`src/rtl/sram_arbiter.sv`:
```
// sram_arbiter: two-port arbiter in front of an asynchronous 16-bit SRAM.
//
// Each port issues word-sized reads or byte-masked writes. A granted access
// runs IDLE -> ACCESS (WAIT_CYCLES+1 cycles) -> DONE (1 cycle, ack pulse) and
// then returns to IDLE. The IDLE cycle between accesses gives the data bus
// time to turn around.
//
// All SRAM strobes, ack pulses and the data-bus enable come straight from
// flops. They are computed from the next state, so they do not glitch when
// the state register changes.
//
// Build option:
//   SRAM_ARB_FIXED_PRIORITY_EN  when defined, port 0 always wins a tie and
//                               the round-robin pointer is not built.
//                               When undefined, ties alternate round-robin.

module sram_arbiter #(
  parameter int WAIT_CYCLES = 1   // extra strobe cycles beyond the first, 0..7
) (
  input  logic        clk,
  input  logic        rst,         // synchronous, active-low

  input  logic        req0,
  input  logic        we0,
  input  logic [1:0]  be0,
  input  logic [17:0] addr0,
  input  logic [15:0] wdata0,
  output logic        ack0,

  input  logic        req1,
  input  logic        we1,
  input  logic [1:0]  be1,
  input  logic [17:0] addr1,
  input  logic [15:0] wdata1,
  output logic        ack1,

  output logic [15:0] rdata,

  output logic [17:0] sram_adr,
  output logic [15:0] sram_dq_o,
  input  logic [15:0] sram_dq_i,
  output logic        sram_dq_oe,
  output logic        sram_cs_n,
  output logic        sram_oe_n,
  output logic        sram_we_n,
  output logic        sram_lb_n,
  output logic        sram_ub_n
);

  localparam logic [1:0] IDLE   = 2'd0;
  localparam logic [1:0] ACCESS = 2'd1;
  localparam logic [1:0] DONE   = 2'd2;

  // Value of wait_cnt in the final ACCESS cycle.
  localparam logic [2:0] WAIT_LAST = 3'(WAIT_CYCLES);

  logic [1:0]  state;
  logic [1:0]  state_nxt;
  logic [2:0]  wait_cnt;
  logic [2:0]  wait_cnt_nxt;

  // Fields of the granted request, held for the whole access.
  logic        gnt;          // 0 = port 0, 1 = port 1
  logic        lat_we;
  logic [1:0]  lat_be;

  // Arbitration results for the current IDLE cycle.
  logic        grant_en;
  logic        grant_port;

  // Field values after the coming edge (new grant or held values).
  logic        gnt_nxt;
  logic        we_nxt;
  logic [1:0]  be_nxt;
  logic        in_access_nxt;
  logic        in_done_nxt;
  logic        last_access;

`ifndef SRAM_ARB_FIXED_PRIORITY_EN
  logic        last_gnt;     // port granted most recently
`endif

  // Choose which port to grant when the FSM is idle.
  always_comb begin
    // NOTE: every variable written in a combinational block gets a default
    // first; otherwise a path that skips the assignment infers a latch.
    grant_port = 1'b0;
`ifdef SRAM_ARB_FIXED_PRIORITY_EN
    grant_port = ~req0;
`else
    if (req0 && req1) begin
      grant_port = ~last_gnt;
    end else begin
      grant_port = req1;
    end
`endif
  end

  assign grant_en    = (state == IDLE) && (req0 || req1);
  assign last_access = (state == ACCESS) && (wait_cnt == WAIT_LAST);

  // Select the field values that will be held during the next cycle.
  always_comb begin
    gnt_nxt = gnt;
    we_nxt  = lat_we;
    be_nxt  = lat_be;
    if (grant_en) begin
      gnt_nxt = grant_port;
      we_nxt  = grant_port ? we1 : we0;
      be_nxt  = grant_port ? be1 : be0;
    end
  end

  // Next-state logic and ACCESS length counter.
  always_comb begin
    state_nxt    = state;
    wait_cnt_nxt = wait_cnt;
    unique case (state)
      IDLE: begin
        if (grant_en) begin
          state_nxt    = ACCESS;
          wait_cnt_nxt = 3'd0;
        end
      end
      ACCESS: begin
        if (wait_cnt == WAIT_LAST) begin
          state_nxt = DONE;
        end else begin
          wait_cnt_nxt = wait_cnt + 3'd1;
        end
      end
      DONE: begin
        state_nxt = IDLE;
      end
      default: begin
        state_nxt = IDLE;
      end
    endcase
  end

  assign in_access_nxt = (state_nxt == ACCESS);
  assign in_done_nxt   = (state_nxt == DONE);

  // State register. A reset at any point abandons the access in flight.
  always_ff @(posedge clk) begin
    // NOTE: clocked state uses non-blocking assignments so that every flop
    // samples pre-edge values, regardless of the order of the statements.
    if (!rst) begin
      state    <= IDLE;
      wait_cnt <= 3'd0;
    end else begin
      state    <= state_nxt;
      wait_cnt <= wait_cnt_nxt;
    end
  end

  // Capture the granted request. The captured address and write data drive
  // the SRAM directly, so they stay stable through DONE.
  always_ff @(posedge clk) begin
    if (!rst) begin
      gnt       <= 1'b0;
      lat_we    <= 1'b0;
      lat_be    <= 2'b00;
      sram_adr  <= '0;
      sram_dq_o <= '0;
    end else if (grant_en) begin
      gnt       <= grant_port;
      lat_we    <= grant_port ? we1    : we0;
      lat_be    <= grant_port ? be1    : be0;
      sram_adr  <= grant_port ? addr1  : addr0;
      sram_dq_o <= grant_port ? wdata1 : wdata0;
    end
  end

`ifndef SRAM_ARB_FIXED_PRIORITY_EN
  // Round-robin pointer. Its reset value makes port 0 win the first tie.
  always_ff @(posedge clk) begin
    if (!rst) begin
      last_gnt <= 1'b1;
    end else if (grant_en) begin
      last_gnt <= grant_port;
    end
  end
`endif

  // Registered SRAM strobes and bus enable. Write data stays driven through
  // DONE to meet the SRAM's data hold time after we_n rises.
  always_ff @(posedge clk) begin
    if (!rst) begin
      sram_cs_n  <= 1'b1;
      sram_oe_n  <= 1'b1;
      sram_we_n  <= 1'b1;
      sram_lb_n  <= 1'b1;
      sram_ub_n  <= 1'b1;
      sram_dq_oe <= 1'b0;
    end else begin
      sram_cs_n  <= ~in_access_nxt;
      sram_oe_n  <= ~(in_access_nxt && !we_nxt);
      sram_we_n  <= ~(in_access_nxt && we_nxt);
      sram_lb_n  <= ~(in_access_nxt && be_nxt[0]);
      sram_ub_n  <= ~(in_access_nxt && be_nxt[1]);
      sram_dq_oe <= (in_access_nxt || in_done_nxt) && we_nxt;
    end
  end

  // One-cycle completion pulse to the granted port, issued during DONE.
  always_ff @(posedge clk) begin
    if (!rst) begin
      ack0 <= 1'b0;
      ack1 <= 1'b0;
    end else begin
      ack0 <= in_done_nxt && !gnt_nxt;
      ack1 <= in_done_nxt &&  gnt_nxt;
    end
  end

  // Read data register: loaded on the edge that ends ACCESS, held otherwise.
  always_ff @(posedge clk) begin
    if (!rst) begin
      rdata <= '0;
    end else if (last_access && !lat_we) begin
      rdata <= sram_dq_i;
    end
  end

  // Sanity properties on the completion handshake.
  a_ack_exclusive : assert property (@(posedge clk) disable iff (!rst)
    !(ack0 && ack1));
  a_state_legal : assert property (@(posedge clk) disable iff (!rst)
    state != 2'd3);

endmodule

```
`config.mk`:
```
export PLATFORM = sky130hd
export DESIGN_NAME = sram_arbiter
export DESIGN_NICKNAME = d
export VERILOG_FILES = /design/src/rtl/sram_arbiter.sv
export SDC_FILE = /design/constraint.sdc
export NUM_CORES = 1
export LEC_CHECK = 0
export ABC_CLOCK_PERIOD_IN_PS = 2800
export BUFFER_PORTS_ARGS = -buffer_cell sky130_fd_sc_hd__buf_2
export CORE_ASPECT_RATIO = 1.2
export CORE_MARGIN = 8
export CORE_UTILIZATION = 48
export CTS_CLUSTER_SIZE = 30
export DETAILED_ROUTE_END_ITERATION = 12
export PLACE_DENSITY = 0.85
export SLEW_MARGIN = 15
export SYNTH_ARGS = -nofsm -noshare
export SYNTH_HDL_FRONTEND = slang
export SYNTH_SLANG_ARGS = --single-unit
```
`constraint.sdc`:
```
create_clock -name clk -period 2.8 [get_ports clk]
set_input_delay 0.42 -clock clk [delete_from_list [all_inputs] [get_ports clk]]
set_output_delay 0.42 -clock clk [all_outputs]
set_load 0.01 [all_outputs]
```
# Word level (Yosys, flattened, before mapping)
# Cells that the tools add are included.
# totals
ff_bits,68
latch_bits,0
ramBits,0
mem_bits_ro,0
in_bits,94
n_memories,0
# classes
add_sub_neg,1
mul,0
div,0
order_cmp,0
eq_ne,6
shifts,0
n_mux,14
bitwise,6
n_reduce_logical,19
# op_table
operator,count
$mux 18,1
$mux 16,1
$logic_and 1x1->1,11
$mux 2,4
$mux 3,2
$not 1->1,6
$pmux 3 s2,1
$eq 2x1->1 const B,2
$mux 1,4
$ne 2x2->1 const B,2
$pmux 2 s2,1
$add 3x1->3 const B,1
$eq 3x1->1 const B,1
$logic_not 1->1,3
$reduce_and 3->1,1
$eq 2x2->1 const B,1
$logic_not 2->1,1
$logic_or 1x1->1,2
$reduce_bool 2->1,1

# Logic depth before layout (Yosys ltp)
# Gate-level depths: netlist of the first run.
# logic_depth
word_depth,7
mapped_depth,9

# Worst setup path after synthesis of the first run
# Ideal clock, no wire load.
# synth_timing
path_type,reg-to-reg
start,register wait_cnt[1]
end,register sram_we_n
setup_time_ns,0.120
arrival_ns,1.447
required_time_ns,2.680
path_slack_ns,1.234
path_stages_with_launch,9
synth_period_minus_slack_ns,1.566
cell_sequence,dfxtp_1 inv_1 ha_1 nand4bb_1 buf_4 buf_4 ha_1 nand2_1 a211o_1
# synth_between
elab_chain_len,6
# synth_rtl
element,line_no,source
start: declaration,59,logic [2:0] wait_cnt;
start signal: assignment,153,wait_cnt <= wait_cnt_nxt;
$eq 3x1->1,126,if (wait_cnt == WAIT_LAST) begin
$mux 2,126,
$pmux 2 s2,118,unique case (state)
$eq 2x1->1,141,assign in_access_nxt = (state_nxt == ACCESS);
$logic_and 1x1->1,199,sram_we_n <= ~(in_access_nxt && we_nxt);
$not 1->1,199,
end signal: assignment,199,
end: declaration,45,"output logic sram_we_n,"
# Every way passes these cells.
# A chain may end at the register's enable or synchronous reset.

# Worst setup path in the final report of the first run
# layout_timing
start,register wait_cnt[0]
end,register sram_oe_n
# layout_between
elab_chain_len,6
# layout_rtl
element,line_no,source
$eq 3x1->1,126,
$mux 2,126,
$pmux 2 s2,118,
$eq 2x1->1,141,
$logic_and 1x1->1,198,sram_oe_n <= ~(in_access_nxt && !we_nxt);
$not 1->1,198,
end signal: assignment,198,
end: declaration,44,"output logic sram_oe_n,"
# Every way passes these cells.

==> results of run 1 <==
-- cell type report --
type | instances | area (um^2)
inverters | 6 | 27.5
multi-input cells | 169 | 1280
clock inverters | 4 | 23.8
clock buffers | 12 | 155
well taps | 80 | 100
repair buffers | 156 | 793
flip-flops and latches | 68 | 1360
fillers | 461 | 1920
-- final timing paths --
path                  from             to  cells after the start
max            wait_cnt[0]      sram_oe_n                      6
max reg2reg    wait_cnt[0]      sram_oe_n                      6
min          sram_dq_i[10]      rdata[10]                      3
min reg2reg  sram_dq_o[15]  sram_dq_o[15]                      1
-- registers in the layout (all words and copies together) (netlist names) --
name,cells
sram_adr,18
rdata,16
sram_dq_o,16
wait_cnt,3
lat_be,2
state,2
ack0,1
ack1,1
gnt,1
last_gnt,1
lat_we,1
sram_cs_n,1
sram_dq_oe,1
sram_lb_n,1
sram_oe_n,1
sram_ub_n,1
sram_we_n,1
-- layer usage --
metal | vias to the layer above | track usage | part of all wire
met5 | - | 0 | 0
met4 | 0 | 0.0932 | 0.019
met3 | 13 | 0.0891 | 0.12
met2 | 120 | 0.324 | 0.48
met1 | 1174 | 0.193 | 0.38
li1 | 1282 | - | -
-- per-stage QoR --
| step | cells | cell area [um^2] | utilization |
|---|---|---|---|
| floorplan | 262 | 2820 | - |
| detailed placement | 479 | 3560 | 0.629 |
| finish | 495 | 3740 | 0.660 |
| CTS | 495 | 3740 | 0.660 |
| global placement | 479 | 3560 | 0.629 |
| global route | 495 | 3740 | 0.660 |
-- logic make-up (layout without fill, tap and decap cells) --
kind of cell | after synthesis | count (layout) | share of synthesized area
flip-flops | 68 | 68 | 0.482
adder cells (fa/ha/maj) | 4 | 4 | 0.0177
AND/OR/NAND/NOR | 39 | 39 | 0.0758
multiplexers | 36 | 36 | 0.128
buffers and inverters | 25 | 178 | 0.0638
AO/OA/AOI/OAI | 90 | 90 | 0.233
-- placed cells by master (no fill, tap or decap), drive strengths merged, types with 2 or more instances in the layout --
cell and count:
nand3 17, or2 2, buf 156, clkbuf 12, inv 6, or3 2, clkinv 4, a211o 3
ha 4, a21oi 22, nor2b 3, o2bb2ai 34, dfxtp 68, mux2i 36, nand2 2, o21ai 17
nor2 7, o221ai 2, nand2b 2, a211oi 3
-- power groups by stage --
stage               registers [mW]  clock network (mW)  logic, mW
floorplan                     1.14                   0      0.226
finish                        1.09               0.713      0.429
global route                  1.10               0.781      0.470
CTS                           1.09               0.743      0.434
detailed placement            1.11                   0      0.434
global placement              1.10                   0      0.420
-- worst max-delay path: stages, from the launching register on --
cell	delay, ns
sky130_fd_sc_hd__dfxtp_1	0.38
sky130_fd_sc_hd__ha_1	0.21
sky130_fd_sc_hd__nand4bb_1	0.45
sky130_fd_sc_hd__ha_1	0.42
sky130_fd_sc_hd__nand2_1	0.15
sky130_fd_sc_hd__nor2_1	0.06
sky130_fd_sc_hd__a32oi_1	0.15
==> results by group, run 1 <==
Outcome
  – Run status: finished clean

Logic synthesis
  – Mapped Nets: 360
  – Area of the mapped netlist: about 2800 um^2
  – Mapped Avg Cell Area: between 10 and 15 um^2
  – Post-synthesis cell type with the largest combined area: sky130_fd_sc_hd__dfxtp_1
  – Leading register cell type out of synthesis: sky130_fd_sc_hd__dfxtp_1
  – Area share of the leading cell type in the synthesized netlist: 0.482
  – Most common cell in the synthesized netlist: sky130_fd_sc_hd__dfxtp_1
  – Fraction of registers with async set or reset after synthesis: 0
  – Most frequent cells after synthesis: sky130_fd_sc_hd__dfxtp_1 (68), sky130_fd_sc_hd__mux2i_1 (36), sky130_fd_sc_hd__o2bb2ai_1 (34)
  – Synth Instances: ~260
  – Ranking of synthesized cells by area: sky130_fd_sc_hd__dfxtp_1 (48%), sky130_fd_sc_hd__mux2i_1 (13%), sky130_fd_sc_hd__o2bb2ai_1 (11%)
  – Flops & latches, synth: between 60 and 70
  – Synth warn: 0
  – Share of the yosys chip area belonging to registers: 0.482
  – Count of cell types in the netlist: 39
  – Number of enable-type register cells in the synthesized netlist: 0

Placed design
  – DPL Wire Length: about 6.4 mm
  – Last weighted congestion value of the routability-driven placer: around 0.8
  – Worst Setup Slack post-DPL: roughly 0.9 ns
  – Number of port buffers: roughly 150

Clock tree
  – CTS tree: built
  – Later-pin clock latency in the skew report: 0.34 ns
  – Number of buffers on the longest clock path: 2
  – Clock buffers created by TritonCTS: 9
  – Sink count of the clock tree: 68
  – Number of hold-repair buffers added at the cts stage: 0
  – Number of H-tree levels: 3
  – Number of buffers inserted by post-CTS setup repair: 0
  – Clock-pin slew on the worst setup and hold paths: 0.07 ns
  – Library cell used as clock root buffer: sky130_fd_sc_hd__clkbuf_8
  – Post-cts gate resize count: 0

Drt
  – Vias: about 2600
  – First-pass DRT Iterations: 4
  – Routed wire per std cell: about 17 um
  – Wirelength, routed: about 8 mm
  – Remaining design rule violation count: 0
  – Residual antenna-violating net count after detailed routing: 0
  – Vias per Instance: roughly 5.2
  – Detailed router's first-iteration violation count: 73

Timing
  – Fin crit period: approximately 1.9 ns
  – Unrepaired setup endpoints after global routing: false
  – Worst-margin pin slew: 0.561 ns
  – Maximum achievable frequency: 525 MHz
  – Worst slack on hold paths: 0.332 ns
  – Smallest setup slack after layout: roughly 0.90 ns
  – Worst slew margin relative to its limit: 0.626
  – Final count of hold timing violations: 0
  – Maximum clock skew at final layout: roughly 0.015 ns
  – # setup viols final: 0
  – Setup_tns: 0 ns
  – Share of the cycle needed by the critical path after routing: 0.680
  – Pins over their slew limit: 0

Cells and area
  – Antenna Cells: 0
  – Area added between synthesis and finish: 32.6%
  – Share of post-route cells with drive strength above 1: 0.427
  – Post-layout net count: 508

Worst setup path
  – Register-to-register path setup slack: 0.90 ns
  – Data arrival, critical path: ~2.2 ns
  – Startpoint kind of the worst setup timing path: flip-flop
  – Kind of end point of the critical path: flip-flop
  – Critical path class: reg2reg
  – Maximum net fanout on the critical path: 8
  – Required arrival time at the worst endpoint: approximately 3.1 ns

Power
  – Sequential power share: 0.488
  – Power Total: ~2.2 mW
  – Int Power: roughly 1.6 mW
  – Largest voltage drop on the vdd net: ~0.00047 V
  – Total leakage power: between 1.5 and 2 nW
  – Sw power: between 0.6 and 0.7 mW
  – Switch share: 0.280
  – P per Cell Area: 595 nW/um^2
  – Proportion of power drawn by the clock network: 0.320
  – Combinational group share of total power: 0.192

Flow run
  – Maximum capacitance violations: 0

Floorplan
  – Total die area: 8600 um^2
  – Number of I/O pins: ~150
  – Die Span Y: between 100 and 150 um
  – Core region area: ~5700 um^2
  – Die width: ~86 um
  – FP Rows: 30
  – Starting utilization of the core area: 0.498

Worst hold path
  – Path class of the lowest-slack min-delay path: in2reg

Global routing
  – First-pass GRT wire length: approximately 13 mm
  – Initial antenna violation count: 0
  – Global routing usage summed across all routing layers: 0.191
  – Total grt overflow: 0
  – Number of global-route vias before repair: 2742
  – Largest net degree at the start of global routing: 36
No activity file was read; power rests on OpenSTA's default activity.
==> inputs of run 2 (changes only) <==
ABC_CLOCK_PERIOD_IN_PS = 1800   (was 2800)
CORE_UTILIZATION = 44   (was 48)
PLACE_DENSITY = 0.79   (was 0.85)
clock period = 1.8 ns   (was 2.8 ns; I/O delays follow)
==> results by group, run 2 (same netlist as run 1, synthesis figures left out) <==
Global routing
  – Global routing usage summed across all routing layers: 0.172
  – Largest net degree at the start of global routing: 36
  – First-pass GRT wire length: approximately 13 mm
  – Initial antenna violation count: 0
  – Number of global-route vias before repair: ~2700
  – Total grt overflow: 0

Drt
  – Wirelength, routed: between 8 and 9 mm
  – Residual antenna-violating net count after detailed routing: 0
  – Vias per Instance: between 5 and 6
  – Routed wire per std cell: between 15 and 20 um
  – Detailed router's first-iteration violation count: roughly 110
  – First-pass DRT Iterations: 4
  – Remaining design rule violation count: 0
  – Vias: around 2600

Worst setup path
  – Worst Reg2Reg Path Length in Cells: 5
  – Cell Chain, Critical Path: or2_1 > o22ai_2 > ha_1 > nand2_1 > a211o_1
  – Register-to-register path setup slack: 0.13 ns
  – Max stage delay on crit path: roughly 0.4 ns
  – Kind of end point of the critical path: flip-flop
  – Data arrival, critical path: ~1.9 ns
  – Critical path class: reg2reg
  – Slowest cell on the critical path: sky130_fd_sc_hd__dfxtp_1
  – Startpoint kind of the worst setup timing path: flip-flop
  – Maximum net fanout on the critical path: 7
  – Required arrival time at the worst endpoint: between 2 and 2.5 ns

Power
  – Proportion of power drawn by the clock network: 0.359
  – Sequential power share: 0.454
  – P per Cell Area: around 970 nW/um^2
  – Int Power: about 2.7 mW
  – Largest voltage drop on the vdd net: between 0.0006 and 0.0007 V
  – Sw power: 0.998 mW
  – Switch share: 0.268
  – Combinational group share of total power: 0.186
  – Total leakage power: about 1.9 nW

Cells and area
  – Area added between synthesis and finish: 36.4%
  – Antenna Cells: 0
  – Share of post-route cells with drive strength above 1: 0.430
  – Top Registers: sram_adr (18), rdata (16), sram_dq_o (16)
  – Non-filler cells, final: between 500 and 600
  – Flip-flop count of the largest register after layout: 18
  – Post-layout net count: ~510
  – Top library cells by usage in the layout, fill and taps aside: sky130_fd_sc_hd__buf_2 (151), sky130_fd_sc_hd__dfxtp_1 (68), sky130_fd_sc_hd__mux2i_1 (36), sky130_fd_sc_hd__o2bb2ai_1 (34), sky130_fd_sc_hd__a21oi_1 (21)
  – Post-route core utilization: 0.609
  – Most common library cell in the layout ignoring fill and taps: sky130_fd_sc_hd__buf_2
  – Register with the highest flop count: sram_adr

Floorplan
  – Starting utilization of the core area: 0.446
  – FP Rows: 32
  – Die Span Y: about 100 um
  – Die width: 89.1 um
  – Total die area: 9250 um^2
  – Number of I/O pins: 152
  – Core region area: 6330 um^2

Timing
  – Maximum clock skew at final layout: between 0.009 and 0.01 ns
  – Maximum achievable frequency: roughly 600 MHz
  – Fin crit period: 1.67 ns
  – Worst slack on hold paths: ~0.18 ns
  – Final count of hold timing violations: 0
  – Share of the cycle needed by the critical path after routing: 0.930
  – Setup_tns: 0 ns
  – # setup viols final: 0
  – Worst slew margin relative to its limit: 0.590
  – Worst-margin pin slew: between 0.6 and 0.7 ns
  – Unrepaired setup endpoints after global routing: false
  – Pins over their slew limit: 0

Clock tree
  – CTS tree: built
  – Library cell used as clock root buffer: sky130_fd_sc_hd__clkbuf_8
  – Number of buffers inserted by post-CTS setup repair: 0
  – Clock-pin slew on the worst setup and hold paths: ~0.070 ns
  – Clock buffers created by TritonCTS: 9
  – Number of buffers on the longest clock path: 2
  – Later-pin clock latency in the skew report: roughly 0.34 ns
  – Number of H-tree levels: 3
  – Sink count of the clock tree: just under 70

Placed design
  – DPL Wire Length: 6.22 mm
  – Total placed cells including tap cells: slightly below 500
  – Last weighted congestion value of the routability-driven placer: 0.817
  – Number of port buffers: 151

Worst hold path
  – Hold path cells: 3
  – Path class of the lowest-slack min-delay path: in2reg

Outcome
  – Run status: finished clean

Flow run
  – Maximum capacitance violations: 0
==> run 2: timing repair <==
action / 4_1_cts / 5_1_grt
pin swaps: 0 / 0
resized for setup: 1 / 1
gates cloned: 0 / 0
endpoints found under the setup margin: 1 / 1
hold buffers: 0 / 0
==> run 2: through the flow <==
stage / setup WS (ns) / power (mW) / area (um^2)
2_1_floorplan: 0.234 / 2.13 / 2820
4_1_cts: 0.0881 / 3.78 / 3850
6_report: 0.127 / 3.72 / 3850
3_5_place_dp: 0.0200 / 2.42 / 3630
5_1_grt: 0.0158 / 3.91 / 3850
3_3_place_gp: 0.234 / 2.40 / 3630
==> run 2: worst max-delay path: cells and delay by family, from the launching register on <==
| kind | cells | cell delay (ns) |
|---|---|---|
| AND/OR/NAND/NOR | 2 | 0.46 |
| flip-flops | 1 | 0.39 |
| adder cells (fa/ha/maj) | 1 | 0.21 |
| AO/OA/AOI/OAI | 2 | 0.50 |
==> run 2: power groups by stage <==
stage / clock network (mW) / logic (mW) / registers, mW
2_1_floorplan: 0 / 0.352 / 1.78
6_report: 1.34 / 0.694 / 1.69
5_1_grt: 1.45 / 0.758 / 1.71
3_3_place_gp: 0 / 0.680 / 1.72
4_1_cts: 1.39 / 0.700 / 1.69
3_5_place_dp: 0 / 0.697 / 1.72
==> run 2: metal layers <==
metal / global-route usage / part of all wire / vias to the layer above
met3: 0.0759 / 0.14 / 13
met4: 0.0822 / 0.019 / 0
met1: 0.176 / 0.38 / 1161
met5: 0 / 0 / -
li1: - / - / 1279
met2: 0.286 / 0.46 / 124
==> run 2: path summary, 6_finish.rpt <==
check,from,end
setup / recovery,state[0],sram_we_n
hold / removal,sram_dq_i[2],rdata[2]
setup reg to reg,state[0],sram_we_n
hold reg to reg,sram_dq_o[12],sram_dq_o[12]
==> run 2: area by class of cell <==
cell class	count	area [um^2]
tap	85	106
sequential	68	1360
inverter	6	27.5
timing repair buffer	157	851
fill	535	2470
clock buffer	10	128
multi-input combinational	169	1290
clock inverter	6	88.8
